### src/rtl/cache_pkg.sv
// Shared definitions for the cache subsystem: arbiter state encoding,
// default bus widths and a width helper.
package cache_pkg;

    localparam int CACHE_ADDR_W = 32;
    localparam int CACHE_DATA_W = 32;

    typedef enum logic {
        ARB_IDLE = 1'b0,
        ARB_BUSY = 1'b1
    } arb_state_e;

    // Index width for n items, never less than one bit.
    function automatic int clog2_min1(input int n);
        int w;
        w = 1;
        while ((1 << w) < n) begin
            w++;
        end
        return w;
    endfunction

endpackage

### src/rtl/rr_priority_select.sv
// Round-robin selector: picks the first pending index after last_grant_i,
// wrapping modulo NUM_REQ. Purely combinational.
module rr_priority_select
    import cache_pkg::*;
#(
    parameter int NUM_REQ = 2,
    parameter int IDW     = clog2_min1(NUM_REQ)
) (
    input  logic [NUM_REQ-1:0] pending_i,
    input  logic [IDW-1:0]     last_grant_i,
    output logic [IDW-1:0]     winner_o,
    output logic               any_valid_o
);

    int idx;

    always_comb begin
        winner_o    = '0;
        any_valid_o = 1'b0;
        idx         = 0;
        // Offset NUM_REQ lands back on last_grant_i, so it wins only when alone.
        for (int off = 1; off <= NUM_REQ; off++) begin
            idx = (int'(last_grant_i) + off) % NUM_REQ;
            if (!any_valid_o && pending_i[IDW'(idx)]) begin
                winner_o    = IDW'(idx);
                any_valid_o = 1'b1;
            end
        end
    end

endmodule

### src/rtl/cache_mem_arbiter.sv
// Shares one external memory port between NUM_REQ cache controllers with
// round-robin grants, held until memory completes or the watchdog fires.
module cache_mem_arbiter
    import cache_pkg::*;
#(
    parameter int  NUM_REQ        = 2,
    parameter int  ADDR_W         = CACHE_ADDR_W,
    parameter int  DATA_W         = CACHE_DATA_W,
    parameter int  TIMEOUT_CYCLES = 1024,
    localparam int GID_W          = clog2_min1(NUM_REQ)
) (
    input  logic                      clk,
    input  logic                      rst,
    input  logic [NUM_REQ-1:0]        req_read,
    input  logic [NUM_REQ-1:0]        req_write,
    input  logic [NUM_REQ*ADDR_W-1:0] req_address,
    input  logic [NUM_REQ*DATA_W-1:0] req_wdata,
    output logic [NUM_REQ-1:0]        req_ready,
    output logic [NUM_REQ-1:0]        req_error,
    output logic [DATA_W-1:0]         req_rdata,
    output logic                      mem_read,
    output logic                      mem_write,
    output logic [ADDR_W-1:0]         mem_address,
    output logic [DATA_W-1:0]         mem_wdata,
    input  logic                      mem_ready,
    input  logic [DATA_W-1:0]         mem_rdata,
    output logic [GID_W-1:0]          grant_id,
    output logic                      busy
);

    localparam int CNT_W = clog2_min1(TIMEOUT_CYCLES);

    arb_state_e         state_q, state_d;
    logic [GID_W-1:0]   last_grant_q, last_grant_d;
    logic [GID_W-1:0]   grant_q, grant_d;
    logic               rd_q, rd_d;
    logic               wr_q, wr_d;
    logic [ADDR_W-1:0]  addr_q, addr_d;
    logic [DATA_W-1:0]  wdata_q, wdata_d;
    logic [CNT_W-1:0]   cnt_q, cnt_d;

    logic [NUM_REQ-1:0] pending;
    logic [GID_W-1:0]   winner;
    logic               any_pending;
    logic               done_ok;
    logic               done_err;

    assign pending = req_read | req_write;

    rr_priority_select #(
        .NUM_REQ (NUM_REQ),
        .IDW     (GID_W)
    ) u_rr_select (
        .pending_i    (pending),
        .last_grant_i (last_grant_q),
        .winner_o     (winner),
        .any_valid_o  (any_pending)
    );

    always_ff @(posedge clk or posedge rst) begin
        if (rst) begin
            state_q      <= ARB_IDLE;
            last_grant_q <= GID_W'(NUM_REQ - 1);
            grant_q      <= '0;
            rd_q         <= 1'b0;
            wr_q         <= 1'b0;
            addr_q       <= '0;
            wdata_q      <= '0;
            cnt_q        <= '0;
        end else begin
            state_q      <= state_d;
            last_grant_q <= last_grant_d;
            grant_q      <= grant_d;
            rd_q         <= rd_d;
            wr_q         <= wr_d;
            addr_q       <= addr_d;
            wdata_q      <= wdata_d;
            cnt_q        <= cnt_d;
        end
    end

    always_comb begin
        state_d      = state_q;
        last_grant_d = last_grant_q;
        grant_d      = grant_q;
        rd_d         = rd_q;
        wr_d         = wr_q;
        addr_d       = addr_q;
        wdata_d      = wdata_q;
        cnt_d        = cnt_q;
        done_ok      = 1'b0;
        done_err     = 1'b0;
        case (state_q)
            ARB_IDLE: begin
                if (any_pending) begin
                    // Write-back goes first; a held read re-arbitrates afterwards.
                    wr_d         = req_write[winner];
                    rd_d         = ~req_write[winner];
                    addr_d       = req_address[int'(winner)*ADDR_W +: ADDR_W];
                    wdata_d      = req_wdata[int'(winner)*DATA_W +: DATA_W];
                    grant_d      = winner;
                    last_grant_d = winner;
                    cnt_d        = '0;
                    state_d      = ARB_BUSY;
                end
            end
            ARB_BUSY: begin
                if (mem_ready) begin
                    done_ok = 1'b1;
                    rd_d    = 1'b0;
                    wr_d    = 1'b0;
                    cnt_d   = '0;
                    state_d = ARB_IDLE;
                end else if (cnt_q == CNT_W'(TIMEOUT_CYCLES - 1)) begin
                    done_err = 1'b1;
                    rd_d     = 1'b0;
                    wr_d     = 1'b0;
                    cnt_d    = '0;
                    state_d  = ARB_IDLE;
                end else begin
                    cnt_d = cnt_q + 1'b1;
                end
            end
            default: state_d = ARB_IDLE;
        endcase
    end

    for (genvar gi = 0; gi < NUM_REQ; gi++) begin : g_pulse
        assign req_ready[gi] = done_ok  && (grant_q == GID_W'(gi));
        assign req_error[gi] = done_err && (grant_q == GID_W'(gi));
    end

    assign req_rdata   = (done_ok && rd_q) ? mem_rdata : '0;
    assign mem_read    = rd_q;
    assign mem_write   = wr_q;
    assign mem_address = addr_q;
    assign mem_wdata   = wdata_q;
    assign grant_id    = grant_q;
    assign busy        = (state_q == ARB_BUSY);

endmodule

### config.mk
export PLATFORM = sky130hd
export DESIGN_NAME = cache_mem_arbiter
export DESIGN_NICKNAME = d
export VERILOG_FILES = /design/src/rtl/cache_pkg.sv /design/src/rtl/rr_priority_select.sv /design/src/rtl/cache_mem_arbiter.sv
export SDC_FILE = /design/constraint.sdc
export NUM_CORES = 1
export LEC_CHECK = 0
export CORE_ASPECT_RATIO = 0.5
export CORE_MARGIN = 1
export CORE_UTILIZATION = 30
export CTS_BUF_LIST = sky130_fd_sc_hd__clkbuf_4 sky130_fd_sc_hd__clkbuf_8
export CTS_CLUSTER_DIAMETER = 40
export CTS_CLUSTER_SIZE = 12
export DETAILED_ROUTE_END_ITERATION = 7
export GPL_ROUTABILITY_DRIVEN = 0
export GPL_TIMING_DRIVEN = 0
export PLACE_DENSITY = 0.76
export SYNTH_ARGS = -nofsm -noshare
export SYNTH_HDL_FRONTEND = slang
export SYNTH_HIERARCHICAL = 1
export SYNTH_SLANG_ARGS = --single-unit
### constraint.sdc
create_clock -name clk -period 3 [get_ports clk]
set_input_delay 0.6 -clock clk [delete_from_list [all_inputs] [get_ports clk]]
set_output_delay 0.6 -clock clk [all_outputs]
set_load 0.02 [all_outputs]
==> flow_summary.toml <==
[yosys]
syn_nets = 570
synth_area_um2 = 3988
yosys_warnings = 6
syn-instance-count = 402
avgSynthCellArea_um2 = 9.919

[placed_design]
io_buffers = 269
dp_cells = 842
dp_hpwl_um = 10920

[drt]
ant_nets = 0
firstDrtPassIters = 4
drc = 0
drt_wl_total_um = 13540
vias_per_cell = 4.620
post_drt_wl_per_cell_um = 15.78
vias = 3964
drtIter0Drc = 129

[setup_path]
rrSetupSlack_ns = 1.32
worst_path_dominant_cell_family = "buffers and inverters"
path_class = "input port to output pin"
r2r_start = "cnt_q[0]$_DFFE_PP0P_"
critical-path-slowest-cell = "clkdlybuf4s50_1"
crit_path_cell_trace = "clkdlybuf4s50_1 > and3_2 > clkbuf_2 > and2_1 > clkdlybuf4s50_1"
setup.worst_path.end_class = "output pin"
critPathArrivalTime_ns = 2.32
worstPathRequired_ns = 2.40
timing.reg2reg.worst_path_depth = 5
slowest_delay_ns = 0.60
rr_endpoint = "cnt_q[9]$_DFFE_PP0P_"
cp_common_cell = "clkdlybuf4s50_1"
start_kind = "input port"
crit_buf_inv = 3
crit_fanout = 10

[clock_network]
cts_sinks = 79
cts_buffers = 9
root_buffer = "clkbuf_8"
cts_hold_buf = 0
cts.path.max_buffers = 2
ctsHtreeMaxLevel = 3
clkTransAtPathRegs_ns = 0.08
postCtsResizedCells = 6
cts_setup_buffers = 0
cts_tree = "yes"
insertion_delay_ns = 0.35

[timing]
final_hold_viol_count = 0
tightest_slew_ns = 0.4011
maxSlewHeadroom = 0.7326
period_needed_ns = 2.916
maxSlewViolCount = 0
fmax_mhz = 342.9
min_period_over_period = 0.9720
finalSetupViolations = 0
finalClockSkew_ns = 0.008032

[worst_hold_path]
hold_path_depth = 2
hold_start = "mem_address[0]$_DFFE_PP0P_"
hp-class = "register to register"
worst_hold_path.endpoint = "mem_address[0]$_DFFE_PP0P_"

[global_route]
grt_max_degree = 52
grtUsageTotal = 0.1973
gr-total-overflow = 0
grt_pass1_vias = 3848
antenna_found_initial = 0
grt_pass1_wl_um = 20580

[finish]
drive_above_1_share = 0.07994
nets = 851
mostFrequentLayoutCells = "clkdlybuf4s50_1 (247), dfrtp_1 (78), nand2_1 (73)"
diodes = 0
area_delta_synth_final_pct = 80.14
layout.cells.most_common = "clkdlybuf4s50_1"
nFillCells = 1148
stdcell_count = 858

[die]
core_um2 = 12810
placementRows = 29
initial_utilization = 0.3113
dieWidth_um = 165.0
io_pins = 271
die_h_um = 83.53
dieArea_um2 = 13790

[run]
maxCapViolCount = 0

[run_status]
status = "finished, final reports clean"

[pwr]
ir_drop_mv = 0.3423
p_per_area_nw_per_um2 = 757.8
p_total_uw = 5443
p_leak_uw = 0.003441
## per-layer routing
layer / global-route usage / vias to the layer above / share of wire
met1: 0.2398 / 1883 / 0.41
li1: - / 1935 / -
met5: 0 / - / 0
met4: 0.05755 / 0 / 0.018
met3: 0.04471 / 16 / 0.062
met2: 0.3469 / 130 / 0.51
## sequential cells by signal, summed over array words and instances, names as in the netlist
signal        flops
mem_address      32
last_grant_q      1
cnt_q            10
mem_read          1
mem_write         1
mem_wdata        32
grant_id          1
busy              1
## report_power, final
part           switching, uW  total, uW  internal (uW)
clock network            388        817            428
registers                238       1720           1490
logic                   1500       2900           1400
## layout make-up
cell class                      instances  area, um2  area share
Tap cell                              170      212.7     0.02961
Multi-Input combinational cell        290       1838      0.2559
Clock inverter                          5      56.30    0.007838
Inverter                                4      17.52    0.002439
Buffer                                 29      161.4     0.02247
Timing Repair Buffer                  270       2768      0.3853
Sequential cell                        79       1978      0.2754
Clock buffer                           11      151.4     0.02108
## worst max-delay path by stage
stage / start / end / slack [ns] / depth (start not counted)
floorplan: rst / busy$_DFF_PP0_ / 0.38 / 1
global placement: rst / busy$_DFF_PP0_ / -0.93 / 2
detailed placement: mem_ready / req_rdata[9] / -0.14 / 5
CTS: mem_ready / req_rdata[5] / 0.0002 / 5
global route: mem_ready / req_rdata[15] / -0.002 / 5
finish: mem_ready / req_rdata[15] / 0.08 / 5
## through the flow
step / hold WS (ns) / setup slack (ns) / TNS, ns / util / instance area (um2)
floorplan: 0.4588 / 0.3783 / 0 / - / 3988
global placement: 0.4629 / -0.9312 / -74.44 / 0.5381 / 6893
detailed placement: 0.4701 / -0.1416 / -2.727 / 0.5405 / 6923
CTS: 0.4880 / 0.0001927 / 0 / 0.5569 / 7133
global route: 0.4987 / -0.002358 / -0.002358 / 0.5608 / 7183
finish: 0.4810 / 0.08390 / 0 / 0.5608 / 7183
## worst register-to-register path, cell delays in order (launching register included)
cell and delay [ns]:
dfrtp_1 0.42, ha_1 0.24, nand3_1 0.22, o31ai_4 0.39
and2b_1 0.24, nor2_1 0.07
Note: power is estimated with default switching activity, not from simulation.
